[config.mk]
export PLATFORM = sky130hd
export DESIGN_NAME = gate_tt_sweep_flat
export DESIGN_NICKNAME = d
export VERILOG_FILES = /design/src/rtl/gate_tt_sweep_if.sv /design/src/rtl/gate_tt_sweep.sv /design/src/flat_wrapper.sv
export SDC_FILE = /design/constraint.sdc
export NUM_CORES = 1
export LEC_CHECK = 0
export BUFFER_PORTS_ARGS = -buffer_cell sky130_fd_sc_hd__clkbuf_2
export CORE_ASPECT_RATIO = 0.6
export CORE_UTILIZATION = 40
export CTS_BUF_LIST = sky130_fd_sc_hd__clkbuf_8
export CTS_CLUSTER_DIAMETER = 30
export DETAILED_ROUTE_END_ITERATION = 7
export GPL_ROUTABILITY_DRIVEN = 0
export GPL_TIMING_DRIVEN = 1
export PLACE_DENSITY = 0.6
export SETUP_SLACK_MARGIN = 0.15
export SYNTH_ARGS = -nofsm -noshare
export SYNTH_HDL_FRONTEND = slang
export SYNTH_SLANG_ARGS = --single-unit
[constraint.sdc]
create_clock -name clk -period 1.9 [get_ports clk]
set_clock_uncertainty 0.2 [all_clocks]
set_input_delay 0.095 -clock clk [delete_from_list [all_inputs] [get_ports clk]]
set_output_delay 0.095 -clock clk [all_outputs]
set_load 0.005 [all_outputs]
[src/rtl/gate_tt_sweep_if.sv]
// Stimulus/capture bundle between gate_tt_sweep and its controller.
// The slave modport is the sweep engine; the master modport is the bench/controller side.
// The signature output is named tbl because "table" is a reserved word.
// Optional GATE_TT_SWEEP_ERRCNT_EN adds the err_cnt mismatch counter.
interface gate_tt_sweep_if;
  logic       start;
  logic       s;
  logic       a;
  logic       b;
  logic [1:0] minterm;
  logic       busy;
  logic       done;
  logic [3:0] tbl;
  logic       match;
`ifdef GATE_TT_SWEEP_ERRCNT_EN
  logic [7:0] err_cnt;
`endif

  modport slave (
    input  start,
    input  s,
    output a,
    output b,
    output minterm,
    output busy,
    output done,
    output tbl,
`ifdef GATE_TT_SWEEP_ERRCNT_EN
    output err_cnt,
`endif
    output match
  );

  modport master (
    output start,
    output s,
    input  a,
    input  b,
    input  minterm,
    input  busy,
    input  done,
    input  tbl,
`ifdef GATE_TT_SWEEP_ERRCNT_EN
    input  err_cnt,
`endif
    input  match
  );
endinterface

[src/rtl/gate_tt_sweep.sv]
// gate_tt_sweep: sweeps minterms 0..3 onto a/b, holds each for SETTLE extra cycles, samples s
// into a 4-bit truth-table signature and compares it with EXPECTED.
// Optional feature macro: GATE_TT_SWEEP_ERRCNT_EN (adds saturating err_cnt output).
module gate_tt_sweep #(
  parameter int unsigned SETTLE   = 1,
  parameter logic [3:0]  EXPECTED = 4'b0111
) (
  input  logic                  clk,
  input  logic                  rst_n,
  gate_tt_sweep_if.slave        io_sweep
);

  localparam logic [7:0] SettleCnt = 8'(SETTLE);

  typedef enum logic [1:0] {StIdle, StRun, StDone} state_e;

  state_e     r_state;
  logic [7:0] r_cnt;
  logic [1:0] r_minterm;
  logic       r_a;
  logic       r_b;
  logic       r_busy;
  logic       r_done;
  logic [3:0] r_tbl;
  logic       r_match;
  logic [3:0] w_tbl_next;
  logic [1:0] w_minterm_inc;
`ifdef GATE_TT_SWEEP_ERRCNT_EN
  logic [7:0] r_err_cnt;
`endif

  assign w_minterm_inc = r_minterm + 2'd1;

  // Signature with the current minterm's sample merged in; used at the sample edge.
  always_comb begin
    w_tbl_next             = r_tbl;
    w_tbl_next[r_minterm]  = io_sweep.s;
  end

  // Sweep controller; every output is a register updated here.
  always_ff @(posedge clk or negedge rst_n) begin
    if (!rst_n) begin
      r_state   <= StIdle;
      r_cnt     <= 8'd0;
      r_minterm <= 2'd0;
      r_a       <= 1'b0;
      r_b       <= 1'b0;
      r_busy    <= 1'b0;
      r_done    <= 1'b0;
      r_tbl     <= 4'b0000;
      r_match   <= 1'b0;
`ifdef GATE_TT_SWEEP_ERRCNT_EN
      r_err_cnt <= 8'd0;
`endif
    end else begin
      unique case (r_state)
        StIdle: begin
          r_done <= 1'b0;
          if (io_sweep.start) begin
            r_state   <= StRun;
            r_busy    <= 1'b1;
            r_cnt     <= 8'd0;
            r_minterm <= 2'd0;
            r_a       <= 1'b0;
            r_b       <= 1'b0;
            r_tbl     <= 4'b0000;
            r_match   <= 1'b0;
          end
        end
        StRun: begin
          if (r_cnt != SettleCnt) begin
            r_cnt <= r_cnt + 8'd1;
          end else begin
            r_tbl <= w_tbl_next;
            if (r_minterm == 2'd3) begin
              // match must be valid together with done, so compare the merged signature.
              r_state <= StDone;
              r_busy  <= 1'b0;
              r_done  <= 1'b1;
              r_match <= (w_tbl_next == EXPECTED);
            end else begin
              r_minterm <= w_minterm_inc;
              r_a       <= w_minterm_inc[1];
              r_b       <= w_minterm_inc[0];
              r_cnt     <= 8'd0;
            end
          end
        end
        StDone: begin
          r_state <= StIdle;
          r_done  <= 1'b0;
`ifdef GATE_TT_SWEEP_ERRCNT_EN
          if (!r_match && (r_err_cnt != 8'hFF)) begin
            r_err_cnt <= r_err_cnt + 8'd1;
          end
`endif
        end
        default: begin
          r_state <= StIdle;
          r_busy  <= 1'b0;
          r_done  <= 1'b0;
        end
      endcase
    end
  end

  assign io_sweep.a       = r_a;
  assign io_sweep.b       = r_b;
  assign io_sweep.minterm = r_minterm;
  assign io_sweep.busy    = r_busy;
  assign io_sweep.done    = r_done;
  assign io_sweep.tbl     = r_tbl;
  assign io_sweep.match   = r_match;
`ifdef GATE_TT_SWEEP_ERRCNT_EN
  assign io_sweep.err_cnt = r_err_cnt;
`endif

endmodule

[src/flat_wrapper.sv]
// flat-port wrapper written by rule: the top's interface ports become plain ports
module gate_tt_sweep_flat 
#(
  parameter int unsigned SETTLE   = 1,
  parameter logic [3:0]  EXPECTED = 4'b0111
)
  (clk, rst_n, io_sweep_start, io_sweep_s, io_sweep_a, io_sweep_b, io_sweep_minterm, io_sweep_busy, io_sweep_done, io_sweep_tbl, io_sweep_match);
  gate_tt_sweep_if io_sweep_i ();
  input  logic clk;
  input  logic rst_n;
  input wire logic [$bits(io_sweep_i.start)-1:0] io_sweep_start;
  input wire logic [$bits(io_sweep_i.s)-1:0] io_sweep_s;
  output wire logic [$bits(io_sweep_i.a)-1:0] io_sweep_a;
  output wire logic [$bits(io_sweep_i.b)-1:0] io_sweep_b;
  output wire logic [$bits(io_sweep_i.minterm)-1:0] io_sweep_minterm;
  output wire logic [$bits(io_sweep_i.busy)-1:0] io_sweep_busy;
  output wire logic [$bits(io_sweep_i.done)-1:0] io_sweep_done;
  output wire logic [$bits(io_sweep_i.tbl)-1:0] io_sweep_tbl;
  output wire logic [$bits(io_sweep_i.match)-1:0] io_sweep_match;
  assign io_sweep_i.start = io_sweep_start;
  assign io_sweep_i.s = io_sweep_s;
  assign io_sweep_a = io_sweep_i.a;
  assign io_sweep_b = io_sweep_i.b;
  assign io_sweep_minterm = io_sweep_i.minterm;
  assign io_sweep_busy = io_sweep_i.busy;
  assign io_sweep_done = io_sweep_i.done;
  assign io_sweep_tbl = io_sweep_i.tbl;
  assign io_sweep_match = io_sweep_i.match;
  gate_tt_sweep #(.SETTLE(SETTLE), .EXPECTED(EXPECTED)) u_core (.clk(clk), .rst_n(rst_n), .io_sweep(io_sweep_i));
endmodule
# Word-level counts from Yosys, hierarchy flattened
# Index checks and enable logic that the tools add are counted.
# W data, S select, Z words.
[totals] register_bits=21 inputBits=4 out_inout_bits=11 wordCells=69
[classes] add_sub_neg=2 n_lt_le_gt_ge=2 eq_ne=10 mux=35 bitwise=1 reduce_logical=10
[op_table] operator="$mux W8" n=3
[op_table] operator="$pmux W8 S2" n=1
[op_table] operator="$mux W1" n=14
[op_table] operator="$mux W2" n=6
[op_table] operator="$reduce_and A4 Y1" n=3
[op_table] operator="$reduce_and A3 Y1" n=3
[op_table] operator="$add A8 B1 Y8 const B" n=1
[op_table] operator="$mux W4" n=2
[op_table] operator="$ne A8 B1 Y1 const B" n=1
[op_table] operator="$pmux W2 S2" n=2
[op_table] operator="$pmux W4 S2" n=1
[op_table] operator="$ne A2 B2 Y1 const B" n=3
[op_table] operator="$pmux W1 S2" n=3
[op_table] operator="$bwmux W4" n=1
[op_table] operator="$eq A2 B2 Y1 const B" n=2
[op_table] operator="$eq A4 B3 Y1 const B" n=1
[op_table] operator="$lt A2 B3 Y1 const B" n=1
[op_table] operator="$ne A3 B2 Y1 const B" n=1
[op_table] operator="$pmux W1 S3" n=1
[op_table] operator="$add A2 B1 Y2 const B" n=1
[op_table] operator="$demux W1 S2" n=1
[op_table] operator="$eq A2 B1 Y1 const B" n=1
[op_table] operator="$ge A2 B1 Y1 const B" n=1
[op_table] operator="$logic_not A2 Y1" n=1
[op_table] operator="other kinds (5)" n=5

# Longest topological paths before layout
[depth] ltp_word=9 depth_mapped=7

# Worst setup path before layout
# No wires, ideal clock.
[synth_timing] path_type="register to register" from="register u_core.r_cnt[0]" to="register u_core.r_tbl[3], in the netlist u_core.io_sweep.tbl[3]" arrival_time_ns=1.393 required_time_ns=1.580 slack_ns=0.187 stages_incl_launch_ff=7 path_buffers=1 period_less_slack_ns=1.713 cell_sequence="dfrtp_1 ha_1 nor3b_2 and3_1 buf_6 and3_1 a31o_1"
[synth_between] elab_chain_cells=3
[synth_rtl] item="start, declared" line="gate_tt_sweep.sv:18" text="logic [7:0] r_cnt;"
[synth_rtl] item="start signal, assigned" line="gate_tt_sweep.sv:72" text="r_cnt <= r_cnt + 8'd1;"
[synth_rtl] item="$ne A8 B1 Y1" line="gate_tt_sweep.sv:71" text="if (r_cnt != SettleCnt) begin"
[synth_rtl] item="$ne A2 B2 Y1 (no line)"
[synth_rtl] item="$reduce_and A3 Y1 (no line)"
[synth_rtl] item="end signal, assigned" line="gate_tt_sweep.sv:74" text="r_tbl <= w_tbl_next;"
[synth_rtl] item="end, declared" line="gate_tt_sweep.sv:24" text="logic [3:0] r_tbl;"
# No other way between the ends.
# A chain may end at the register's enable or synchronous reset.

# Worst setup path in the final report
[layout_timing] from="register u_core.r_cnt[1]" to="register u_core.r_tbl[2], in the netlist u_core.io_sweep.tbl[2]"
# The elaborated chain is that of the path after synthesis.

==> summary.txt <==
post-DR vias/cell: 5.20
core area: 2290 µm²
die footprint: 2790 µm²
Post-synth EDFFs: 0
Iter 0 DRT Violations: 25
synth cell count leaders: dfrtp_1 (19), inv_1 (10), nand2_1 (7), nand3_1 (7)
area delta synth->final: 26.7%
area share of fa/ha/maj cells after synthesis: 0.0729
Crit path largest cell delay: 0.41 ns
post-synth cell types: 36
status: finished clean
wire length per cell: 14.5 µm
post-route insts no fill: 154
Max Fclk: 554 MHz
total nets after synthesis: 111
setup violators final: 0
largest net degree at the start of global routing: 20
max cap viols: 0
Simple-Gate Fraction of Synth Area: 0.205
number of clock sinks: 19
Hold Crit Class: in2async
Pins Over Slew Limit: 0
register bit total from synthesis: 19
sequential share of the synthesized area: 0.462
Routed Antenna Nets: 0
register area: 477 µm²
Final nets: 135
Crit-path slowest cell: dfrtp_1
Die X: 67.5 µm
Mapped Cells: 101
fill count: 204
complex-gate fraction of the synthesized area: 0.131
top_reg_cell synth: dfrtp_1
RSZ-0062 raised after global routing: true
XOR/XNOR Fraction of Synth Area: 0.0340
Vias: 801
final wirelength: 2230 µm
Worst Path Required: 1.86 ns
DP Cell Count: 146
Initial Util: 0.449
layout cells sized above 1: 0.347
# rows: 13
Syn Std Cell Area: 1030 µm²
CP Launch Type: flop
vias in the first global route: 695
most frequent cell after synthesis: dfrtp_1
Leak: 0.613 nW
CTS tree: yes
ys async rst share: 1.00
crit-path max FO: 6
Yosys top cell area share: 0.462
FF-to-FF setup slack: 0.09 ns
slew margin rel.: 0.689
minimum clock period: 1.81 ns
Least-Margin Pin Slew: 0.467 ns
mux cell area share after synthesis: 0.0292
root buffer cell: clkbuf_8
Power Density: 1490 nW/µm²
critical path type: reg2reg
setup tns final: 0 ns
Multi-input gate area: 554 µm²
Final Cycle Share: 0.950
clk_lat worst skew: 0.26 ns
drt drc: 0
grt total ovfl: 0
Num CTS Buffers: 3
Clock Path Buffers: 2
dpl ws: 0.0398 ns
ranking of synthesized cells by area: dfrtp_1 (46%), ha_1 (7.3%), inv_1 (3.6%)
VDD IR max: 0.642 mV
Reg clk slew, reported paths: 0.07 ns
Synth area leader: dfrtp_1
DP HPWL: 1530 µm
initial antenna violation count: 0
Die Height: 41.3 µm
final worst slack: 0.0945 ns
CP arrival: 1.76 ns
crit path cell chain: inv_2 -> ha_4 -> nor3b_4 -> and3_4 -> a21oi_2 -> a31o_1
drt pass-1 iters: 4
IO Port Bufs: 14
Worst Setup End Kind: flop
I/O pin count: 15
H-tree depth: 1
Syn. warnings: 0
Avg Inst Size Synth: 10.2 µm²
ant diodes: 0
largest family of logic cells by synthesized area: simple AND/OR/NAND/NOR gates
Final Hold Fails: 0
first-pass GRT wire length: 3480 µm
all-layer global routing usage: 0.189
## worst max-delay path, delay by kind of cell (launching register included)
| kind | cells | cell delay [ns] |
|---|---|---|
| compound gates | 2 | 0.27 |
| fa+ha+maj | 1 | 0.12 |
| buf+inv | 1 | 0.09 |
| flops | 1 | 0.41 |
| simple gates | 2 | 0.60 |
## cell usage in the layout, fill, tap and decap left out, drive strengths merged, types with 2 or more instances in the layout
| cell type | Yosys | layout |
|---|---|---|
| dfrtp | 19 | 19 |
| clkbuf | 1 | 17 |
| inv | 10 | 10 |
| nand2 | 8 | 8 |
| nand3 | 7 | 7 |
| ha | 6 | 6 |
| nor2 | 6 | 6 |
| buf | 3 | 6 |
| o21ai | 5 | 5 |
| xnor2 | 4 | 4 |
| a21oi | 4 | 4 |
| mux2i | 3 | 3 |
| a31o | 3 | 3 |
| dlygate4sd3 | 0 | 3 |
| and3 | 3 | 3 |
| nand2b | 2 | 2 |
| nor4 | 2 | 2 |
## path summary, 6_finish.rpt
path	from	end	depth (start not counted)
min in group clk	u_core.io_sweep.done	u_core.io_sweep.done	1
worst max-delay path	u_core.r_cnt[1]	u_core.io_sweep.tbl[2]	6
worst max register to register	u_core.r_cnt[1]	u_core.io_sweep.tbl[2]	6
worst min register to register	u_core.io_sweep.done	u_core.io_sweep.done	1
max in group asynchronous	rst_n	u_core.r_cnt[0]	2
worst min-delay path	rst_n	u_core.r_cnt[4]	2
## flip-flops by register name, indices dropped and copies added (netlist names)
register,count
u_core.io_sweep.busy,1
u_core.io_sweep.done,1
u_core.io_sweep.match,1
u_core.io_sweep.minterm,2
u_core.io_sweep.tbl,4
u_core.r_cnt,8
u_core.r_state,2
## stage by stage
step | hold slack (ns) | utilization | power, mW | cell area [µm²]
global route | 0.157 | 0.569 | 2.10 | 1310
finish | 0.109 | 0.569 | 1.95 | 1310
CTS | 0.132 | 0.536 | 1.81 | 1230
global placement | -0.130 | 0.499 | 1.48 | 1140
detailed placement | -0.121 | 0.499 | 1.50 | 1140
floorplan | -0.401 | - | 1.25 | 1030
## final cells by class
type                    count  share of cell area
clock buffers               3              0.0316
clock inverters             1             0.00384
inverters                  10              0.0288
multi-input cells          68               0.425
flip-flops and latches     19               0.365
well taps                  30              0.0288
repair buffers             23               0.117
## logic make-up (layout without fill, tap and decap cells)
kind of cell | count (synthesis) | after routing
compound gates | 20 | 20
xor+xnor | 4 | 4
fa+ha+maj | 6 | 6
buf+inv | 14 | 37
flops | 19 | 19
mux | 3 | 3
simple gates | 35 | 35
## where the power goes
group          leakage (nW)  switching [mW]  total [mW]  internal (mW)
Combinational         0.348           0.473       0.925          0.451
Sequential            0.240           0.180       0.733          0.553
Clock                0.0255           0.142       0.288          0.146
Total                 0.613           0.795        1.95           1.15
## layer usage
layer  wire [µm]  vias up  global-route usage  part of all wire
li1            -      395                   -                 -
met5           0        -                   0                 0
met4          52        0              0.0638             0.023
met3         107        6              0.0652             0.048
met1        1170      379               0.277              0.52
met2         905       21               0.252              0.41
## what timing repair did
action / CTS / global route
hold endpoints to repair: 24 / 0
setup buffers: 0 / 1
endpoints found under the setup margin: 9 / 14
resized for setup: 2 / 19
pin swaps: 0 / 8
hold buffers: 3 / 0
Note: power is estimated with default switching activity, not from simulation.
